[src/rtl/sobel_pkg.sv]
// sobel_pkg
//   Shared definitions for the Sobel raster-scan sequencer:
//   - one-hot scan state encoding (4 bits)
//   - default image geometry
//   - clog2-derived counter/address widths for that default geometry
package sobel_pkg;

  localparam int IMG_W_DEF  = 64;
  localparam int IMG_H_DEF  = 64;
  localparam int COL_W_DEF  = $clog2(IMG_W_DEF);
  localparam int ROW_W_DEF  = $clog2(IMG_H_DEF);
  localparam int ADDR_W_DEF = $clog2(IMG_W_DEF * IMG_H_DEF);

  typedef enum logic [3:0] {
    ST_IDLE  = 4'b0001,
    ST_RUN   = 4'b0010,
    ST_DRAIN = 4'b0100,
    ST_DONE  = 4'b1000
  } state_e;

endpackage

[src/rtl/sobel_delay.sv]
// sobel_delay
//   Fixed-depth shift register with a synchronous flush. Used to align the
//   {valid, address} result-write pair with the datapath latency.
// Ports:
//   clk    in   1      clock
//   flush  in   1      clears every stage on the next rising edge
//   din    in   WIDTH  stage-0 input
//   dout   out  WIDTH  output of the last stage (DEPTH cycles after din)
module sobel_delay #(
  parameter int DEPTH = 2,
  parameter int WIDTH = 8
) (
  input  logic             clk,
  input  logic             flush,
  input  logic [WIDTH-1:0] din,
  output logic [WIDTH-1:0] dout
);

  genvar gi;
  generate
    for (gi = 0; gi < DEPTH; gi++) begin : g_stage
      logic [WIDTH-1:0] q_reg;
      if (gi == 0) begin : g_first
        always_ff @(posedge clk) begin
          if (flush) q_reg <= '0;
          else       q_reg <= din;
        end
      end else begin : g_next
        always_ff @(posedge clk) begin
          if (flush) q_reg <= '0;
          else       q_reg <= g_stage[gi-1].q_reg;
        end
      end
    end
  endgenerate

  assign dout = g_stage[DEPTH-1].q_reg;

endmodule

[src/rtl/sobel_scan_ctrl.sv]
// sobel_scan_ctrl
//   Raster-scan sequencer for the Sobel datapath. Issues frame-memory reads
//   in raster order, tags returning pixels, flags complete 3x3 windows and
//   emits result-write addresses (window centre) after the datapath latency.
//   Reports completion with sobel_done until start is released.
// Ports:
//   clk         in   1       clock
//   rst         in   1       synchronous reset, active low
//   start       in   1       level run request
//   stall       in   1       read port busy, holds the scan in RUN
//   rd_en       out  1       frame-memory read strobe
//   rd_addr     out  ADDR_W  read address (0 when rd_en is low)
//   line_shift  out  1       read data valid, shift into line buffers
//   win_vld     out  1       3x3 window complete this cycle
//   wr_en       out  1       result write strobe
//   wr_addr     out  ADDR_W  result address (0 when wr_en is low)
//   busy        out  1       RUN or DRAIN
//   sobel_done  out  1       DONE
module sobel_scan_ctrl
  import sobel_pkg::*;
#(
  parameter int IMG_W     = IMG_W_DEF,
  parameter int IMG_H     = IMG_H_DEF,
  parameter int SOBEL_LAT = 2,
  parameter int ADDR_W    = $clog2(IMG_W * IMG_H)
) (
  input  logic              clk,
  input  logic              rst,
  input  logic              start,
  input  logic              stall,
  output logic              rd_en,
  output logic [ADDR_W-1:0] rd_addr,
  output logic              line_shift,
  output logic              win_vld,
  output logic              wr_en,
  output logic [ADDR_W-1:0] wr_addr,
  output logic              busy,
  output logic              sobel_done
);

  localparam int COL_W = $clog2(IMG_W);
  localparam int ROW_W = $clog2(IMG_H);
  localparam int DRN_W = $clog2(SOBEL_LAT + 2);

  localparam logic [COL_W-1:0]  COL_LAST   = COL_W'(IMG_W - 1);
  localparam logic [ROW_W-1:0]  ROW_LAST   = ROW_W'(IMG_H - 1);
  localparam logic [DRN_W-1:0]  DRAIN_LAST = DRN_W'(SOBEL_LAT);
  localparam logic [ADDR_W-1:0] CENTRE_OFS = ADDR_W'(IMG_W + 1);

  state_e state_reg, state_next;

  logic [COL_W-1:0]  col_reg;
  logic [ROW_W-1:0]  row_reg;
  logic [ADDR_W-1:0] addr_reg;
  logic [DRN_W-1:0]  drain_cnt_reg;

  logic [COL_W-1:0]  tag_col_reg;
  logic [ROW_W-1:0]  tag_row_reg;
  logic [ADDR_W-1:0] tag_addr_reg;
  logic              shift_reg;

  logic clear_cnt;
  logic advance;
  logic abort;
  logic last_pix;
  logic flush;

  logic [ADDR_W-1:0] centre_addr;
  logic [ADDR_W-1:0] wr_addr_in;
  logic [ADDR_W:0]   delay_in;
  logic [ADDR_W:0]   delay_out;

  assign last_pix = (row_reg == ROW_LAST) && (col_reg == COL_LAST);

  // ---------------- state register ----------------
  always_ff @(posedge clk) begin
    if (!rst) state_reg <= ST_IDLE;
    else      state_reg <= state_next;
  end

  // ---------------- next state and strobes ----------------
  always_comb begin
    state_next = state_reg;
    rd_en      = 1'b0;
    busy       = 1'b0;
    sobel_done = 1'b0;
    clear_cnt  = 1'b0;
    advance    = 1'b0;
    abort      = 1'b0;
    case (state_reg)
      ST_IDLE: begin
        if (start) begin
          state_next = ST_RUN;
          clear_cnt  = 1'b1;
        end
      end
      ST_RUN: begin
        busy    = 1'b1;
        rd_en   = !stall;
        advance = !stall;
        if (!start) begin
          abort      = 1'b1;
          state_next = ST_IDLE;
        end else if (advance && last_pix) begin
          state_next = ST_DRAIN;
        end
      end
      ST_DRAIN: begin
        busy = 1'b1;
        if (!start) begin
          abort      = 1'b1;
          state_next = ST_IDLE;
        end else if (drain_cnt_reg == DRAIN_LAST) begin
          state_next = ST_DONE;
        end
      end
      ST_DONE: begin
        sobel_done = 1'b1;
        if (!start) state_next = ST_IDLE;
      end
      default: state_next = ST_IDLE;
    endcase
  end

  assign rd_addr = rd_en ? addr_reg : '0;

  // ---------------- scan counters ----------------
  // addr_reg tracks row*IMG_W+col incrementally, so no multiplier is needed.
  always_ff @(posedge clk) begin
    if (!rst || clear_cnt) begin
      col_reg  <= '0;
      row_reg  <= '0;
      addr_reg <= '0;
    end else if (advance) begin
      addr_reg <= addr_reg + ADDR_W'(1);
      if (col_reg == COL_LAST) begin
        col_reg <= '0;
        row_reg <= row_reg + ROW_W'(1);
      end else begin
        col_reg <= col_reg + COL_W'(1);
      end
    end
  end

  // Counts DRAIN cycles; held at zero in every other state so each DRAIN
  // lasts exactly SOBEL_LAT+1 cycles.
  always_ff @(posedge clk) begin
    if (!rst || state_reg != ST_DRAIN) drain_cnt_reg <= '0;
    else                               drain_cnt_reg <= drain_cnt_reg + DRN_W'(1);
  end

  // ---------------- returned-pixel tag ----------------
  assign flush = !rst || abort;

  always_ff @(posedge clk) begin
    if (flush) shift_reg <= 1'b0;
    else       shift_reg <= rd_en;
  end

  // Tags only move with a read; an abort leaves them untouched.
  always_ff @(posedge clk) begin
    if (!rst) begin
      tag_col_reg  <= '0;
      tag_row_reg  <= '0;
      tag_addr_reg <= '0;
    end else if (rd_en) begin
      tag_col_reg  <= col_reg;
      tag_row_reg  <= row_reg;
      tag_addr_reg <= addr_reg;
    end
  end

  assign line_shift = shift_reg;
  assign win_vld    = shift_reg && (tag_row_reg >= ROW_W'(2)) && (tag_col_reg >= COL_W'(2));

  // Window centre is one row up and one column left of the newest pixel;
  // win_vld guarantees tag_addr_reg >= 2*IMG_W+2, so no underflow.
  assign centre_addr = tag_addr_reg - CENTRE_OFS;
  assign wr_addr_in  = win_vld ? centre_addr : {ADDR_W{1'b0}};
  assign delay_in    = {win_vld, wr_addr_in};

  sobel_delay #(
    .DEPTH (SOBEL_LAT),
    .WIDTH (ADDR_W + 1)
  ) u_wr_delay (
    .clk   (clk),
    .flush (flush),
    .din   (delay_in),
    .dout  (delay_out)
  );

  assign wr_en   = delay_out[ADDR_W];
  assign wr_addr = delay_out[ADDR_W-1:0];

endmodule

[config.mk]
export PLATFORM = sky130hd
export DESIGN_NAME = sobel_scan_ctrl
export DESIGN_NICKNAME = d
export VERILOG_FILES = /design/src/rtl/sobel_pkg.sv /design/src/rtl/sobel_delay.sv /design/src/rtl/sobel_scan_ctrl.sv
export SDC_FILE = /design/constraint.sdc
export NUM_CORES = 1
export LEC_CHECK = 0
export CAP_MARGIN = 40
export CORE_ASPECT_RATIO = 0.6
export CORE_MARGIN = 2
export CORE_UTILIZATION = 45
export CTS_CLUSTER_DIAMETER = 30
export DETAILED_ROUTE_END_ITERATION = 8
export PLACE_DENSITY = 0.73
export SLEW_MARGIN = 25
export SYNTH_ARGS = -nofsm -noshare
export SYNTH_HDL_FRONTEND = slang
export SYNTH_SLANG_ARGS = --single-unit
[constraint.sdc]
create_clock -name clk -period 2.5 [get_ports clk]
set_input_delay 0.375 -clock clk [delete_from_list [all_inputs] [get_ports clk]]
set_output_delay 0.375 -clock clk [all_outputs]
set_load 0.1 [all_outputs]
# --- Word-level counts from Yosys, hierarchy flattened ---
# Cells that the tools add are included.
word_totals:
  inputBits: 4
  ff_bits: 81
  elab_cells: 61
classes:
  reduce_logical: 13
  n_eq_ne: 12
  muxes: 16
  n_bitwise: 1
  n_addsub: 5
  order_cmp: 2
op_table:
  columns: ["cell", "n"]
  rows:
  - ["4-bit two-way mux", 6]
  - ["4-bit one-hot mux with 4 select lines", 1]
  - ["12-bit by 1-bit adder with 12-bit output, second input constant", 1]
  - ["6-bit by 1-bit adder with 6-bit output, second input constant", 2]
  - ["6-bit equality test, second input constant", 2]
  - ["6-bit by 2-bit >= comparator with 1-bit output, second input constant", 2]
  - ["12-bit two-way mux", 1]
  - ["12-bit by 7-bit subtractor with 12-bit output, second input constant", 1]
  - ["1-bit two-way mux", 7]
  - ["6-bit two-way mux", 1]
  - ["3-bit != test, second input constant", 2]
  - ["4-bit by 1-bit equality test with 1-bit output, second input constant", 1]
  - ["4-bit by 2-bit equality test with 1-bit output, second input constant", 1]
  - ["4-bit by 3-bit equality test with 1-bit output, second input constant", 1]
  - ["4-bit equality test, second input constant", 1]
  - ["1-bit logical AND", 4]
  - ["2-bit != test, second input constant", 2]
  - ["4-bit by 3-bit != test with 1-bit output, second input constant", 1]
  - ["4-bit AND reduction", 1]
  - ["2-bit OR reduction", 2]
  - ["1-bit logical OR", 3]
  - ["2-bit by 1-bit adder with 2-bit output, second input constant", 1]
  - ["2-bit equality test, second input constant", 1]
  - ["1-bit logical NOT", 2]
  - ["2 further kinds", 2]

# --- Longest topological paths before layout ---
logic_depth:
  word_depth: 6
  depth_mapped: 9

# --- Hierarchy ---
# From an unflattened synthesis, not the netlist that was laid out.
hier_totals:
  cells_unflattened: 393
  area_unflattened_um2: 3384.5
modules_own_cells:
  columns: ["mod", "n_inst", "area_each_um2", "cells_each", "seq_area_each_um2"]
  rows:
  - ["sobel_scan_ctrl", 1, 2683.8, 339, 1061.0]
  - ["sobel_delay", 1, 700.7, 54, 520.5]

# --- Worst setup path before layout ---
# OpenSTA, ideal clock, no wires.
synth_timing:
  path_kind: "reg-to-output"
  startpoint: "register state_reg[3]"
  endpoint: "output port sobel_done"
  n_path_buf: 1
  path_slack_ns: -1.562
  arrival_ns: 3.687
  t_required_ns: 2.125
  stages_incl_launch_ff: 3
  path_cell_list: "dfxtp_1 > clkbuf_1 > nor4b_1"
synth_via:
  elab_chain_cells: 2
synth_lines:
  columns: ["item", "line_no", "text"]
  rows:
  - ["start: declaration", "sobel_scan_ctrl.sv:50", "state_e state_reg, state_next;"]
  - ["start signal: assignment", "sobel_scan_ctrl.sv:78", "else state_reg <= state_next;"]
  - ["4-bit equality test", "sobel_scan_ctrl.sv:90", "case (state_reg)"]
  - ["1-bit two-way mux", "sobel_scan_ctrl.sv:90", null]
  - ["end: declaration", "sobel_scan_ctrl.sv:38", "output logic sobel_done"]
# Every way passes these cells.

# --- Worst setup path after layout ---
layout_timing:
  startpoint: "register state_reg[3]"
  endpoint: "output port rd_addr[3]"
layout_via:
  elab_chain_cells: 3
layout_lines:
  columns: ["item", "line_no", "text"]
  rows:
  - ["4-bit by 2-bit equality test with 1-bit output", "sobel_scan_ctrl.sv:90", null]
  - ["1-bit two-way mux", "sobel_scan_ctrl.sv:90", null]
  - ["12-bit two-way mux", "sobel_scan_ctrl.sv:125", "assign rd_addr = rd_en ? addr_reg : '0;"]
  - ["end: declaration", "sobel_scan_ctrl.sv:32", "output logic [ADDR_W-1:0] rd_addr,"]
# Every way passes these cells.

==> results.py <==
metrics = {
    "clocking": {
        "clock_latency_ns": 0.34,
        "cts_made_buffers": 9,
        "cts_tree": "done",
        "cts_max_level": 3,
        "clkTransAtPathRegs_ns": 0.06,
        "cts.sinks": 79,
        "ctsHoldBuffers": 0,
        "cts_buffer_depth": 2,
        "post_cts_buffers": 0,
        "cts_root_buf": "clkbuf_16",
    },
    "sta": {
        "fin_crit_sh_pct": 98.04,
        "whs_ns": 0.4166,
        "tightest_slew_ns": 0.4874,
        "fmax_mhz": 408.0,
        "fin_crit_ns": 2.451,
        "setup_viol": 0,
        "hold_violations": 0,
        "finalWorstSetupSlack_ns": 0.04896,
        "clock-skew-final_ns": 0.009076,
        "grt_setup_unrepaired": "yes",
        "relSlewSlack_pct": 67.32,
        "slew_viol_final": 0,
    },
    "setup_path": {
        "crit_path_end_kind": "primary output",
        "worstSetupStartpoint": "state_reg[3]",
        "cp-start-kind": "flip-flop",
        "r2r-start": "state_reg[3]",
        "crit_arrival_ns": 2.08,
        "cp_max_fo": 8,
        "required_ns": 2.12,
        "criticalPathCategory": "flip-flop to primary output",
    },
    "floorplanning": {
        "initial_core_util_pct": 47.37,
        "die_area_um2": 7863,
        "rows": 23,
        "die_x_um": 113.2,
        "ios": 34,
        "dieHeight_um": 69.49,
        "core_um2": 6792,
    },
    "layout": {
        "fin_nets": 424,
        "utilization_pct": 60.91,
        "final_cell_mix": "dfxtp_1, nand2_1, a21oi_1",
        "final_common_cell": "dfxtp_1",
        "fin_cells": 507,
        "drive_gt1_share_pct": 20.48,
        "synthToLayoutAreaGrowth_pct": 28.59,
        "diodes": 0,
    },
    "global_route": {
        "grt-ovfl-total": 0,
        "antenna_found_initial": 0,
        "grt_max_degree": 23,
        "grt_pass1_wl_um": 11680,
        "grt.total_usage_pct": 19.17,
        "grt_pass1_vias": 2432,
    },
    "route": {
        "drtAntennaViolNets": 0,
        "drc": 3,
        "viasPerCell": 5.197,
        "wl_per_cell_um": 13.73,
        "drt_wl_total_um": 6961,
        "drt_iter0_drc": 153,
        "vias": 2635,
        "first_pass_iters": 7,
    },
    "worst_hold_path": {
        "hp-start": "drain_cnt_reg[0]",
        "hp-class": "flip-flop to flip-flop",
    },
    "logic_synthesis": {
        "syn_inst": 376,
        "yosys_warnings": 0,
        "syn_area_um2": 3217,
        "synth_mux_area_share_pct": 0.3112,
        "synth_xor_area_share_pct": 4.629,
        "yosys.area_share.adder_pct": 1.945,
        "ys_seq_area_share_pct": 49.16,
        "synthDistinctLibCells": 43,
        "synthSimpleGateAreaFrac_pct": 26.57,
        "ys_seq_elements": 79,
        "synth_top_family_by_area": "simple AND/OR/NAND/NOR gates",
        "synth_ff_type": "dfxtp_1",
        "syn-num-nets": 385,
        "synth_edf_count": 0,
        "synth_compound_area_share_pct": 11.90,
        "syn_avg_cell_area_um2": 8.555,
        "async_flop_share_pct": 0,
    },
    "outcome": {
        "status": "complete, but fails checks",
        "violations": "design-rule violations",
    },
    "place": {
        "portBuffers": 33,
        "gp_congestion": 0.7944,
        "pre_cts_slack_ns": 0.08032,
        "dp.cells": 490,
        "hpwl_um": 4990,
    },
    "run": {
        "maxCapViolCount": 0,
    },
    "power": {
        "leakagePower_nw": 1.540,
        "ir_worst_vdd_uv": 427.1,
        "power.density_nw_per_um2": 658.2,
    },
}
==> worst max-delay path: stages, from the launching register on <==
cell and delay [ns]:
dfxtp_1 0.31, or4b_4 0.56, or2_4 0.28, clkinvlp_4 0.14, nand2_1 0.15, clkinvlp_4 0.12, buf_12 0.17
==> final timing paths <==
| path | to | slack, ns | depth (start not counted) |
|---|---|---|---|
| setup / recovery | rd_addr[3] | 0.05 | 6 |
| hold / removal | drain_cnt_reg[0] | 0.42 | 1 |
| setup reg to reg | addr_reg[7] | 0.15 | 6 |
| hold reg to reg | drain_cnt_reg[0] | 0.42 | 1 |
==> metal layers <==
| metal | share of wire [%] | track usage [%] | vias to the layer above |
|---|---|---|---|
| met5 | 0 | 0 | - |
| met4 | 1.1 | 8.130 | 0 |
| met3 | 6.9 | 6.731 | 6 |
| met2 | 42 | 25.82 | 70 |
| met1 | 50 | 27.59 | 1210 |
| li1 | - | - | 1349 |
==> cell usage after synthesis (4+ instances only) <==
cell	count	area share, %
o21ai_0	15	2.3
nor2_1	27	3.2
nor3_1	6	0.93
or3_1	14	2.7
a21oi_1	37	5.8
dfxtp_1	79	49
inv_1	23	2.7
or2_2	4	0.78
nand2_1	53	6.2
clkbuf_1	18	2.1
ha_1	5	1.9
nor4b_1	4	1.1
or4_1	5	1.2
nand3_1	8	1.2
and2_1	16	3.1
xnor2_1	14	3.8
==> cell families after synthesis <==
family	Yosys count
flops	79
buf+inv	45
simple gates	161
mux	1
fa+ha+maj	5
xor+xnor	17
compound gates	68
==> through the flow <==
stage	setup TNS (ns)	total power, mW	area (um^2)
global route	-0.04403	2.833	4136
floorplan	-0.1683	1.466	3288
finish	0	2.723	4136
CTS	0	2.746	4136
global placement	0	1.529	3836
detailed placement	0	1.531	3836
==> what timing repair did <==
item                       CTS  global route
setup endpoints to repair   13             3
gates cloned                 1             0
gates resized for setup      4             0
==> power breakdown <==
group	internal, mW	leakage, nW	switching (mW)	total, mW
Sequential	1.27	0.637	0.00812	1.28
Combinational	0.0858	0.775	0.148	0.234
Clock	0.679	0.128	0.532	1.21
==> final cells by class <==
| type | count | area [um^2] |
|---|---|---|
| clock buffers | 9 | 225.2 |
| clock inverters | 7 | 57.56 |
| multi-input cells | 252 | 1490 |
| flip-flops and latches | 79 | 1582 |
| repair inverters | 1 | 7.507 |
| inverters | 23 | 127.6 |
| repair buffers | 49 | 538.0 |
| fillers | 594 | 2655 |
| well taps | 87 | 108.9 |
Note: power is estimated with default switching activity, not from simulation.
